### config.mk
export PLATFORM = sky130hd
export DESIGN_NAME = rvv_backend_decode_ctrl
export DESIGN_NICKNAME = d
export VERILOG_FILES = /design/src/rtl/rvv_backend_decode_ctrl_pkg.sv /design/src/rtl/rvv_backend_decode_emit_calc.sv /design/src/rtl/rvv_backend_decode_ctrl.sv
export SDC_FILE = /design/constraint.sdc
export NUM_CORES = 1
export LEC_CHECK = 0
export CORE_ASPECT_RATIO = 1.75
export CORE_MARGIN = 10
export CORE_UTILIZATION = 43
export CTS_CLUSTER_SIZE = 40
export DETAILED_ROUTE_END_ITERATION = 10
export DONT_BUFFER_PORTS = 1
export SLEW_MARGIN = 25
export SYNTH_ARGS = -nofsm -noshare
export SYNTH_HDL_FRONTEND = slang
export SYNTH_SLANG_ARGS = --single-unit
### constraint.sdc
create_clock -name clk -period 3.95 [get_ports clk]
set_input_delay 0.1975 -clock clk [delete_from_list [all_inputs] [get_ports clk]]
set_output_delay 0.1975 -clock clk [all_outputs]
set_load 0.02 [all_outputs]
### src/rtl/rvv_backend_decode_ctrl_pkg.sv
// rvv_backend_decode_ctrl_pkg: shared sizing and control bundle for the decode stage
`ifndef NUM_DE_UOP
`define NUM_DE_UOP 4
`endif
`ifndef UOP_INDEX_WIDTH
`define UOP_INDEX_WIDTH 3
`endif
package rvv_backend_decode_ctrl_pkg;
  localparam int NUM_DE_UOP      = `NUM_DE_UOP;
  localparam int UOP_INDEX_WIDTH = `UOP_INDEX_WIDTH;
  localparam int UQ_FREE_WIDTH   = 4;
  typedef struct packed {
    logic [UOP_INDEX_WIDTH-1:0] index;
    logic [NUM_DE_UOP-1:0]      push;
    logic                       pop;
  } DECODE_CTRL_t;
endpackage

### src/rtl/rvv_backend_decode_emit_calc.sv
// rvv_backend_decode_emit_calc: emit = min(remain, NUM_DE_UOP, uq_free_cnt) and its thermometer mask
import rvv_backend_decode_ctrl_pkg::*;
module rvv_backend_decode_emit_calc #(
  parameter int NUM_DE_UOP      = rvv_backend_decode_ctrl_pkg::NUM_DE_UOP,
  parameter int UOP_INDEX_WIDTH = rvv_backend_decode_ctrl_pkg::UOP_INDEX_WIDTH,
  parameter int UQ_FREE_WIDTH   = rvv_backend_decode_ctrl_pkg::UQ_FREE_WIDTH
) (
  input  logic [UOP_INDEX_WIDTH:0]   remain,
  input  logic [UQ_FREE_WIDTH-1:0]   uq_free_cnt,
  output logic [UOP_INDEX_WIDTH:0]   emit,
  output logic [NUM_DE_UOP-1:0]      mask
);
  localparam int WA = UQ_FREE_WIDTH > UOP_INDEX_WIDTH + 1 ? UQ_FREE_WIDTH : UOP_INDEX_WIDTH + 1;
  localparam int WN = $clog2(NUM_DE_UOP + 1);
  localparam int W  = WA > WN ? WA : WN;
  logic [W-1:0] r, f, n, m1, m2;
  assign r  = W'(remain);
  assign f  = W'(uq_free_cnt);
  assign n  = W'(NUM_DE_UOP);
  assign m1 = r < n ? r : n;
  assign m2 = m1 < f ? m1 : f;
  // m2 never exceeds remain, so the narrowing is lossless
  assign emit = m2[UOP_INDEX_WIDTH:0];
  for (genvar i = 0; i < NUM_DE_UOP; i++) begin : g_mask
    assign mask[i] = m2 > W'(i);
  end
endmodule

### src/rtl/rvv_backend_decode_ctrl.sv
// rvv_backend_decode_ctrl: splits CQ head instructions into per-cycle uop pushes toward the UQ
import rvv_backend_decode_ctrl_pkg::*;
module rvv_backend_decode_ctrl #(
  parameter int NUM_DE_UOP      = rvv_backend_decode_ctrl_pkg::NUM_DE_UOP,
  parameter int UOP_INDEX_WIDTH = rvv_backend_decode_ctrl_pkg::UOP_INDEX_WIDTH,
  parameter int UQ_FREE_WIDTH   = rvv_backend_decode_ctrl_pkg::UQ_FREE_WIDTH
) (
  input  logic                       clk,
  input  logic                       rst_n,
  input  logic                       inst_valid_cq2de,
  input  logic                       inst_illegal,
  input  logic [UOP_INDEX_WIDTH:0]   inst_uop_num,
  input  logic [UQ_FREE_WIDTH-1:0]   uq_free_cnt,
  input  logic                       flush,
  output logic [UOP_INDEX_WIDTH-1:0] uop_index_remain,
  output logic [NUM_DE_UOP-1:0]      uop_push_de2uq,
  output logic                       pop_de2cq,
  output logic                       decode_err,
  output logic [7:0]                 illegal_cnt
);
  logic [UOP_INDEX_WIDTH-1:0] index_q, index_d;
  logic [UOP_INDEX_WIDTH:0]   remain, emit;
  logic [NUM_DE_UOP-1:0]      mask;
  logic                       legal, drop, done;
  assign remain = inst_uop_num - {1'b0, index_q};
  rvv_backend_decode_emit_calc #(
    .NUM_DE_UOP(NUM_DE_UOP), .UOP_INDEX_WIDTH(UOP_INDEX_WIDTH), .UQ_FREE_WIDTH(UQ_FREE_WIDTH)
  ) u_emit (.remain(remain), .uq_free_cnt(uq_free_cnt), .emit(emit), .mask(mask));
  always_comb begin
    legal            = inst_valid_cq2de && !inst_illegal && inst_uop_num != '0 && !flush;
    drop             = inst_valid_cq2de && (inst_illegal || inst_uop_num == '0) && !flush;
    done             = emit == remain;
    uop_push_de2uq   = (rst_n && legal) ? mask : '0;
    pop_de2cq        = rst_n && (drop || (legal && done));
    index_d          = (flush || drop || (legal && done)) ? '0 :
                       legal ? index_q + emit[UOP_INDEX_WIDTH-1:0] : index_q;
    uop_index_remain = index_q;
  end
  always_ff @(posedge clk) begin
    if (!rst_n) begin
      index_q     <= '0;
      decode_err  <= 1'b0;
      illegal_cnt <= '0;
    end else begin
      index_q <= index_d;
      if (drop) begin
        decode_err  <= 1'b1;
        illegal_cnt <= illegal_cnt == 8'hff ? illegal_cnt : illegal_cnt + 8'd1;
      end
    end
  end
`ifdef ASSERT_ON
`ifndef RVV_FORBID
`define RVV_FORBID(clk, rst_n, cond, msg) assert property (@(posedge clk) disable iff (!rst_n) !(cond)) else $error(msg);
`endif
  `RVV_FORBID(clk, rst_n, index_q != '0 && !inst_valid_cq2de, "cq head dropped mid-split")
  `RVV_FORBID(clk, rst_n, index_q != '0 && inst_uop_num != $past(inst_uop_num), "cq head changed mid-split")
`endif
endmodule

-- Word level (Yosys, flattened, before mapping)
Cells that the tools add are included.
- word-level logic and storage cells: 37
- input bits: 13
- register bits after elaboration: 12
- bitwise gates (word level): 2
- magnitude comparators: 6
- add/subtract/negate cells: 3
- multiplexer cells: 3
- reduce and logical (&&, ||, !) cells: 18
- equal/unequal tests: 2
- operators with widths (kind ; number):
    two-way mux 4 bit ; 3
    adder 8 x 1 -> 8 bit (second input constant) ; 1
    equality test 8 bit (second input constant) ; 1
    > comparator 4 x 1 -> 1 bit (second input constant) ; 2
    > comparator 4 x 2 -> 1 bit (second input constant) ; 2
    logical AND 1 bit ; 8
    equality test 4 bit ; 1
    logical NOT 4 bit ; 1
    logical OR 1 bit ; 4
    < comparator 4 x 3 -> 1 bit (second input constant) ; 1
    < comparator 4 bit ; 1
    nonzero test 4 bit ; 1
    subtractor 4 x 3 -> 4 bit ; 1
    adder 3 bit ; 1
    logical NOT 1 bit ; 2
    NOT 1 bit ; 2
    AND reduction 2 bit ; 1
    OR reduction 2 bit ; 1

-- Depth between registers and ports, before layout
Gate-level depths: netlist (run 1).
- depth after elaboration: 9
- depth in mapped cells: 21

-- Hierarchy
A second synthesis (run 1) with hierarchy kept.
- cells, all modules: 144
- area, all modules: 1167.4 sq um
- modules (own cells, without submodules) (module ; cells each ; instances ; area each (sq um)):
    rvv_backend_decode_ctrl ; 109 ; 1 ; 913.4
    rvv_backend_decode_emit_calc ; 35 ; 1 ; 254.0

-- Least setup slack after synthesis (run 1)
Ideal clock, no wire load.
- path kind: register to register
- from: reg index_q[1], in the netlist uop_index_remain[1]
- to: reg index_q[2], in the netlist uop_index_remain[2]
- arrival: 4.223 ns
- buffers on the path: 1
- cell stages (with the launch flop): 22
- setup slack: -0.387 ns
- cell sequence: dfxtp_1 inv_1 ha_1 and3b_1 o21a_1 or3_1 buf_6 ha_1 nand2_1 or3_1 nor3_2 o22ai_2 mux2i_1 inv_1 ha_1 inv_1 fa_1 nor2_1 nand2_1 a21o_1 and3_1 o21a_1
- word-level cells in the longest chain between the ends: 9
- elaborated cells between the ends (all ways): 10
- classes of those cells: add/sub (2); order compare (2); eq/ne (1); mux (2); reduce/logical (3)
- RTL lines (what ; RTL line ; source):
    start: declaration ; rvv_backend_decode_ctrl.sv:21 ; logic [UOP_INDEX_WIDTH-1:0] index_q, index_d;
    start signal: assignment ; rvv_backend_decode_ctrl.sv:45 ; index_q <= index_d;
    subtractor 4 x 3 -> 4 bit ; rvv_backend_decode_ctrl.sv:25 ; assign remain = inst_uop_num - {1'b0, index_q};
    < comparator 4 x 3 -> 1 bit ; rvv_backend_decode_emit_calc.sv:20 ; assign m1 = r < n ? r : n;
    two-way mux 4 bit ; rvv_backend_decode_emit_calc.sv:20 ;
    < comparator 4 bit ; rvv_backend_decode_emit_calc.sv:21 ; assign m2 = m1 < f ? m1 : f;
    two-way mux 4 bit ; rvv_backend_decode_emit_calc.sv:21 ;
    equality test 4 bit ; rvv_backend_decode_ctrl.sv:32 ; done = emit == remain;
    logical AND 1 bit ; rvv_backend_decode_ctrl.sv:35 ; index_d = (flush || drop || (legal && done)) ? '0 :
    logical OR 1 bit ; rvv_backend_decode_ctrl.sv:35 ;
    OR reduction 2 bit (no source line) ; n/a ;
Several ways; a longest one is shown, not always the timed one.
A chain may end at the register's enable or synchronous reset.

-- Final worst setup path (run 1)
Same ends and word-level chain as after synthesis.

==> summary.txt, run 1 <==
sequential fraction of the synthesis area: 22.40%
hpwl dp: 2428 um
hold crit path type: in -> reg
die area: 4970 um2
Ports: 30
root buffer cell: clkbuf_8
clock slew at reported path FFs: 50 ps
gr usage total: 11.29%
# hold bufs at CTS: 0
first-pass GRT wire length: 4692 um
leading area contributor after synthesis: dfxtp_1
grt ovf: 0
Chip Width: 57.75 um
RSZ-0062 raised after global routing: true
ys flop type: dfxtp_1
largest net degree at the start of global routing: 11
most common cell after layout, fill and taps aside: buf_4
number of synthesized register bits: 12
Max-Slew Margin vs Limit: 39.73%
TNS Setup: 0 ps
yosys warns: 0
PortBufs: 0
Area Overhead vs Synth: 27.30%
Vias: 994
Layout Cells excl Fill: 180
top post-synthesis cells by area: dfxtp_1 22%, ha_1 9.3%, nor2_1 6.3%
status: finished clean
CP endpoint kind: register
H-tree level count: 1
VDD IR max: 0.0003079 V
initial antenna violation count: 0
remaining antenna violation count: 0
share of cells above drive strength 1: 31.61%
Synth Cell Area: 1072 um2
Mapped Cells: 132
clk_lat worst skew: 230 ps
Yosys top cell area share: 22.40%
Crit Path Max Fanout: 4
worst path arrival time: 4030 ps
chip height: 86.06 um
Achievable Freq: 256.2 MHz
Placer Congestion: 0.8482
commonest non-fill, non-tap cells in the layout: 18 x buf_4, 17 x nor2_1, 11 x nand2_1
cts bufs inserted: 3
# DRC: 0
Post-synth EDFFs: 0
period utilization: 98.83%
Slew Viols, Final: 0
Worst-Margin Slew: 897.1 ps
maximum clock path buffer count: 2
Initial Utilization: 46.00%
Post-Syn Area per Cell: 8.123 um2
placed cells: 174
Final min period: 3904 ps
final wirelength: 2834 um
P_leak: 0.5424 nW
Critical Path RT: 4080 ps
CTS tree: done
crit path launch type: register
pwr/cell area: 252.6 nW/um2
Num Clock Sinks: 12
final hold slack: 225.5 ps
Iteration-0 DRC Markers: 14
clock skew: 1.010 ps
Core Area: 2331 um2
num rows: 23
critical path type: reg -> reg
wire per inst: 15.74 um
final setup vio count: 0
vias in the first global route: 1041
Yosys cell types: 41
Max-Cap Viols: 0
Final Hold Viols: 0
drt first pass iters: 4
vias per cell: 5.522
Nets: 179
antenna fix cells: 0
ys async rst share: 0%
-- cell families after synthesis --
| logic type | synth area share (%) |
|---|---|
| compound gates | 21.00 |
| mux | 5.834 |
| buf+inv | 4.550 |
| flops | 22.40 |
| other cells | 0.3497 |
| fa+ha+maj | 13.07 |
| xor+xnor | 6.535 |
| simple gates | 26.26 |
-- sequential cells by signal, indices dropped and copies added (netlist names) --
signal	flops
illegal_cnt	8
uop_index_remain	3
decode_err	1
-- worst paths after layout --
path,start,end,slack (ps),cells after the start
setup reg to reg,uop_index_remain[1],uop_index_remain[2],50,20
hold / removal,rst_n,illegal_cnt[5],230,2
setup / recovery,uop_index_remain[1],uop_index_remain[2],50,20
hold reg to reg,uop_index_remain[1],uop_index_remain[1],560,1
-- synthesized netlist by cell type, types with 2 or more instances --
master,number
a21oi_1,9
o21a_1,2
o21ai_0,6
xor2_1,3
nand2_1,12
nor3_1,5
ha_1,8
xnor2_1,5
dfxtp_1,12
inv_1,9
mux2_2,2
o21bai_1,2
fa_1,2
a21o_1,2
mux2i_1,4
nor2_1,18
nand4_1,2
nor3_2,2
or3_1,3
nand3_1,3
-- stage by stage --
step,util (%),total power (W),area (um2),setup slack [ps]
3_5_place_dp,54.16,0.0002287,1262,-91.11
6_report,58.56,0.0003448,1365,46.22
5_1_grt,58.56,0.0003641,1365,-189.1
4_1_cts,57.17,0.0003424,1333,-14.01
3_3_place_gp,54.16,0.0002262,1262,-33.59
2_1_floorplan,-,0.0001995,1115,-164.7
-- timing repair --
item / CTS / global route
buffers inserted: 1 / 1
pin swaps: 1 / 1
endpoints found under the setup margin: 1 / 3
gates resized for setup: 2 / 6
endpoints found under the hold margin: 0 / 0
-- report_power, final --
part / switching (W) / internal, W
registers: 0.00000374 / 0.000122
logic: 0.0000567 / 0.0000517
clock network: 0.0000423 / 0.0000683
total: 0.000103 / 0.000242
-- layer usage --
layer	routed length [um]	global-route usage [%]	vias up
li1	-	-	505
met1	892	8.924	464
met2	1761	24.12	23
met3	164	3.397	2
met4	15	3.004	0
met5	0	0	-
-- critical path, cell delays in order (launching register included) --
cell,delay [ps]
dfxtp_4,370
inv_2,40
ha_1,250
and3b_1,190
o21a_1,180
or3_4,380
ha_4,270
nand2_2,50
or3_4,330
nor3_4,150
o22ai_2,100
mux2i_1,150
inv_1,70
ha_1,130
inv_1,50
fa_2,360
nor2_1,100
nand2_1,60
a21o_1,200
and3_1,170
o21a_1,180
-- layout make-up --
| cell class | count | area [um2] |
|---|---|---|
| tap | 25 | 31.28 |
| clock buffer | 3 | 41.29 |
| clock inverter | 1 | 3.754 |
| inverter | 10 | 37.54 |
| multi-input combinational | 110 | 855.8 |
| fill | 216 | 965.9 |
| timing repair buffer | 19 | 146.4 |
| sequential | 12 | 249.0 |
Power figures use the tool's default switching activity.
==> run 2, diff against run 1 <==
--- a/config.mk
+++ b/config.mk
@@ -11,7 +11,9 @@
 export CTS_CLUSTER_SIZE = 40
 export DETAILED_ROUTE_END_ITERATION = 10
 export DONT_BUFFER_PORTS = 1
+export REMOVE_ABC_BUFFERS = 1
 export SLEW_MARGIN = 25
 export SYNTH_ARGS = -nofsm -noshare
 export SYNTH_HDL_FRONTEND = slang
 export SYNTH_SLANG_ARGS = --single-unit
+export TNS_END_PERCENT = 5
==> summary.txt, run 2 (synthesis gave the netlist of run 1 again) <==
status: finished with violations
failing checks: negative setup slack
Reg with most FFs: illegal_cnt
hold crit path type: in -> reg
root buffer cell: clkbuf_8
maximum clock path buffer count: 2 (unchanged)
H-tree level count: 1 (unchanged)
Final Hold Viols: 0 (unchanged)
internal power: 0.0002518 W (+4.0%)
Max-Cap Viols: 0 (unchanged)
Max-Slew Margin vs Limit: 40.50% (+0.77 points)
vias per cell: 5.487 (-0.64%)
Final WS setup: -37.84 ps (-84.06 ps)
final wirelength: 3033 um (+7.0%)
critical-path cell list: ha_4 -> fa_2 -> xnor2_2 -> or3_4 -> ha_4 -> nand2_2 -> or3_4 -> nor3_4 -> o22ai_2 -> mux2i_2 -> inv_1 -> ha_2 -> inv_2 -> fa_2 -> and3_2 -> o21ai_0 -> a21oi_1 -> o21a_1
max FFs per register: 8 (unchanged)
VDD IR max: 0.0002137 V (-31%)
wire per inst: 15.88 um (+0.86%)
Final min period: 3988 ps (+84.06 ps)
P_leak: 0.5999 nW (+11%)
grt ovf: 0 (unchanged)
Initial Utilization: 46.00% (unchanged)
largest net degree at the start of global routing: 11 (unchanged)
Vias: 1048 (+5.4%)
num rows: 23 (unchanged)
fill count: 202 (-6.5%)
Setup crit end: uop_index_remain[2]
Placer Congestion: 0.7930 (-6.5%)
final setup vio count: 1 (+1)
Core Area: 2331 um2 (unchanged)
cts bufs inserted: 3 (unchanged)
clock share of power: 29.9% (-2.2 points)
worst path arrival time: 4110 ps (+80 ps)
Slew Viols, Final: 0 (unchanged)
Nets: 191 (+6.7%)
remaining antenna violation count: 0 (unchanged)
Switching Share: 29.15% (-0.65 points)
Sw Pwr: 0.0001036 W (+0.81%)
# hold bufs at CTS: 0 (unchanged)
FF-to-FF path depth: 18 (-10%)
Combinational Power Share: 34.4% (+3.0 points)
Worst Setup SP: uop_index_remain[0]
Ports: 30 (unchanged)
pwr/cell area: 240.1 nW/um2 (-5.0%)
chip height: 86.06 um (unchanged)
clock slew at reported path FFs: 50 ps (about the same)
Crit Path Max Fanout: 4 (unchanged)
CP endpoint kind: register
antenna fix cells: 0 (unchanged)
critical path type: reg -> reg
most common cell after layout, fill and taps aside: buf_4
die area: 4970 um2 (unchanged)
Critical Path RT: 4080 ps (about the same)
hpwl dp: 2299 um (-5.3%)
Worst R2R Setup Slack: -40 ps (-80 ps)
commonest non-fill, non-tap cells in the layout: 30 x buf_4, 17 x nor2_1, 11 x nand2_1
CP max-delay cell: or3_4
clk_lat worst skew: 230 ps (about the same)
initial antenna violation count: 0 (unchanged)
Achievable Freq: 250.8 MHz (-2.1%)
RSZ-0062 raised after global routing: true
TNS Setup: -37.84 ps (-37.84 ps)
Iteration-0 DRC Markers: 18 (+4)
period utilization: 101.0% (+2.1 points)
Max stage delay on crit path: 410 ps (+30 ps)
CTS tree: done
gr usage total: 12.75% (+1.5 points)
drt first pass iters: 4 (unchanged)
vias in the first global route: 1135 (+9.0%)
PortBufs: 0 (unchanged)
Worst-Margin Slew: 885.6 ps (-11.51 ps)
clock skew: 0.3690 ps (-0.6413 ps)
Seq pwr share: 35.7% (-0.8 points)
crit path launch type: register
# DRC: 0 (unchanged)
first-pass GRT wire length: 5209 um (+11%)
Chip Width: 57.75 um (unchanged)
RR Endpoint: uop_index_remain[2]
Area Overhead vs Synth: 38.04%
share of cells above drive strength 1: 40.36% (+8.7 points)
Num Clock Sinks: 12 (unchanged)
total power draw: 0.0003553 W (+3.1%)
worst r2r src: uop_index_remain[0]
## run 2: cell count changes in the layout (fill, tap and decap cells not counted), moves of 2 or more
cell | previous run | this run
dfxtp_4 | 2 | 0
ha_1 | 5 | 3
inv_1 | 8 | 6
inv_2 | 1 | 3
dfxtp_2 | 1 | 3
ha_4 | 2 | 4
buf_4 | 18 | 30
## run 2: area by class of cell
cell class | count | area, um2 | share of cell area (%)
clock buffers | 3 | 41.29 | 2.790
flip-flops and latches | 12 | 244.0 | 16.48
repair buffers | 31 | 236.5 | 15.98
multi-input cells | 110 | 889.6 | 60.10
inverters | 10 | 37.54 | 2.536
well taps | 25 | 31.28 | 2.113
## run 2: worst min-delay path by stage
stage          start             endpoint  slack (ps)  cells after the start
5_1_grt        rst_n  uop_index_remain[2]         270                      3
3_3_place_gp   rst_n       illegal_cnt[5]         460                      2
3_5_place_dp   rst_n       illegal_cnt[5]         480                      2
6_report       rst_n       illegal_cnt[5]         230                      2
2_1_floorplan  rst_n       illegal_cnt[5]         410                      2
4_1_cts        rst_n       illegal_cnt[5]         230                      2
## run 2: layer usage
metal,GRT usage [%],part of all wire [%]
met2,26.27,61
met5,0,0
met4,4.506,1.4
met3,3.545,6.7
met1,10.61,31
## run 2: what timing repair did
action                     CTS  global route
gates cloned                 0             0
gates resized for setup     18             7
pin swaps                   15            11
setup endpoints to repair    1             5
buffers inserted            12             0
## run 2: worst max-delay path: cells and delay by family (launching register included)
family,cells,cell delay (ps)
compound gates,4,610
simple gates,5,1140
mux,1,180
flops,1,330
fa+ha+maj,5,1340
xor+xnor,1,150
buf+inv,2,120
## run 2: power groups by stage
stage / Sequential [W] / Clock (W) / Combinational, W
6_report: 0.000127 / 0.000106 / 0.000122
4_1_cts: 0.000127 / 0.000110 / 0.000115
5_1_grt: 0.000127 / 0.000114 / 0.000133
3_5_place_dp: 0.000129 / 0 / 0.0000970
3_3_place_gp: 0.000129 / 0 / 0.0000954
2_1_floorplan: 0.000129 / 0 / 0.0000654
## run 2: per-stage QoR
stage                     hold slack (ps)  setup slack [ps]  utilization (%)  cells  area, um2
after detailed placement            475.6            -144.1            53.14    176       1239
after CTS                           233.2            -105.4            61.94    191       1444
final                               233.7            -37.84            63.50    191       1480
after global placement              463.8            -63.75            53.14    176       1239
after global routing                265.9            -203.7            63.50    191       1480
after floorplan                     410.4            -425.2                -    132       1065
==> run 3, diff against run 2 <==
--- a/config.mk
+++ b/config.mk
@@ -5,12 +5,12 @@
 export SDC_FILE = /design/constraint.sdc
 export NUM_CORES = 1
 export LEC_CHECK = 0
-export CORE_ASPECT_RATIO = 1.75
 export CORE_MARGIN = 10
-export CORE_UTILIZATION = 43
+export CORE_UTILIZATION = 56
 export CTS_CLUSTER_SIZE = 40
 export DETAILED_ROUTE_END_ITERATION = 10
 export DONT_BUFFER_PORTS = 1
+export PLACE_DENSITY = 0.85
 export REMOVE_ABC_BUFFERS = 1
 export SLEW_MARGIN = 25
 export SYNTH_ARGS = -nofsm -noshare
==> summary.txt, run 3 (synthesis gave the netlist of run 1 again) <==
commonest non-fill, non-tap cells in the layout: 22 x buf_4, 18 x nor2_1, 11 x nand2_1
Placed Area: 1231 um2 (-0.61%)
vias per cell: 5.934 (+8.2%)
grt ovf: 0 (unchanged)
status: finished with violations
fill count: 139 (-31%)
Top delay family on crit path: adder cells
final wirelength: 3138 um (+3.5%)
antenna fix cells: 0 (unchanged)
Max-Slew Margin vs Limit: 38.41% (-2.1 points)
# DRC: 0 (unchanged)
initial antenna violation count: 0 (unchanged)
max FFs per register: 8 (unchanged)
die area: 4065 um2 (-18%)
root buffer cell: clkbuf_4
Final WS setup: -40.76 ps (-2.920 ps)
pwr/cell area: 244.8 nW/um2 (+2.0%)
period utilization: 101.0% (about the same)
largest net degree at the start of global routing: 11 (unchanged)
CP endpoint kind: register
Final min period: 3991 ps (+2.920 ps)
Chip Width: 63.76 um (+10%)
worst path arrival time: 4150 ps (+40 ps)
CTS tree: done
critical path type: reg -> reg
Worst-Margin Slew: 916.8 ps (+31.14 ps)
Iteration-0 DRC Markers: 47 (+29)
H-tree level count: 1 (unchanged)
CP bufs+invs: 2 (unchanged)
PortBufs: 0 (unchanged)
Initial Utilization: 60.78% (+15 points)
failing checks: negative setup slack
Achievable Freq: 250.6 MHz (about the same)
final instance area: 1389 um2 (-6.2%)
Critical Path RT: 4110 ps (+30 ps)
vias in the first global route: 1056 (-7.0%)
maximum clock path buffer count: 2 (unchanged)
Placer Congestion: 0.9352 (+18%)
wire per inst: 17.15 um (+8.0%)
hpwl dp: 2232 um (-2.9%)
final setup vio count: 1 (unchanged)
hold crit path type: in -> reg
clk_lat worst skew: 270 ps (+40 ps)
total power draw: 0.0003399 W (-4.3%)
gr usage total: 14.35% (+1.6 points)
Reg with most FFs: illegal_cnt
drt first pass iters: 5 (+1)
Ports: 30 (unchanged)
share of cells above drive strength 1: 34.81% (-5.6 points)
Num Clock Sinks: 12 (unchanged)
clock slew at reported path FFs: 80 ps (+30 ps)
Max stage delay on crit path: 410 ps (about the same)
Core Area: 1764 um2 (-24%)
crit path launch type: register
num rows: 15 (-35%)
Nets: 182 (-4.7%)
RSZ-0062 raised after global routing: true
P_leak: 0.5561 nW (-7.3%)
most common cell after layout, fill and taps aside: buf_4
Crit Path Max Fanout: 4 (unchanged)
Max-Cap Viols: 0 (unchanged)
Vias: 1086 (+3.6%)
first-pass GRT wire length: 4864 um (-6.6%)
cts bufs inserted: 3 (unchanged)
chip height: 63.76 um (-26%)
VDD IR max: 0.0001856 V (-13%)
Area Overhead vs Synth: 29.52%
CP max-delay cell: or3_4
Final Hold Viols: 0 (unchanged)
critical-path cell list: ha_4 -> fa_2 -> xnor2_2 -> or3_4 -> ha_4 -> nand2_2 -> or3_4 -> nor3_4 -> o22ai_2 -> mux2i_1 -> inv_1 -> ha_2 -> inv_2 -> fa_2 -> nor2_1 -> nand2_1 -> a21o_1 -> and3_1 -> o21a_1
# hold bufs at CTS: 0 (unchanged)
remaining antenna violation count: 0 (unchanged)
Slew Viols, Final: 0 (unchanged)
clock skew: 6.442 ps (+6.073 ps)
==> run 3: cell types whose count changed in the layout (fill, tap and decap cells not counted), sizes merged <==
cell    previous run  this run
clkbuf             3         4
buf               31        22
==> run 3: area by class of cell <==
cell class / instances / area (um2) / area share, %
inverters: 10 / 37.54 / 2.703
clock buffers: 4 / 36.28 / 2.613
well taps: 25 / 31.28 / 2.252
repair buffers: 22 / 165.2 / 11.89
multi-input cells: 110 / 874.6 / 62.97
flip-flops and latches: 12 / 244.0 / 17.57
==> run 3: through the flow <==
step	utilization (%)	setup TNS [ps]	instances	setup WS [ps]	hold slack (ps)
floorplan	-	-425.2	132	-425.2	410.4
global placement	69.79	0	175	18.71	452.2
detailed placement	69.79	-132.1	175	-132.1	464.8
CTS	76.60	-75.63	181	-75.63	181.9
global route	78.72	-212.0	183	-162.8	186.3
finish	78.72	-40.76	183	-40.76	171.9
==> run 3: where the power goes <==
part / switching, W / total (W) / internal [W]
logic: 0.0000609 / 0.000117 / 0.0000560
clock network: 0.0000404 / 0.0000965 / 0.0000560
registers: 0.00000382 / 0.000127 / 0.000123
total: 0.000105 / 0.000340 / 0.000235
==> run 3: layer usage <==
layer / global-route usage [%] / up-vias / share of wire, %
met5: 0 / - / 0
met4: 6.284 / 0 / 3.0
met3: 3.484 / 15 / 7.0
met2: 25.75 / 53 / 52
met1: 15.61 / 506 / 38
li1: - / 512 / -
==> run 3: path summary, 6_finish.rpt <==
check	endpoint	slack [ps]	cells past startpoint	start
worst max-delay path	uop_index_remain[2]	-40	19	uop_index_remain[0]
worst max register to register	uop_index_remain[2]	-40	19	uop_index_remain[0]
worst min-delay path	illegal_cnt[5]	170	2	rst_n
worst min register to register	decode_err	590	2	decode_err
==> run 3: timing repair <==
item	in CTS	in global routing
gates cloned	0	0
setup endpoints to repair	2	4
buffers inserted	2	2
resized for setup	16	6
pin swaps	13	9
==> run 3: worst reg2reg max path: cells and delay by family, from the launching register on <==
family          cells  cell delay, ps
simple gates        7            1310
compound gates      3             490
flops               1             340
buf+inv             2             110
mux                 1             150
xor+xnor            1             160
fa+ha+maj           5            1350
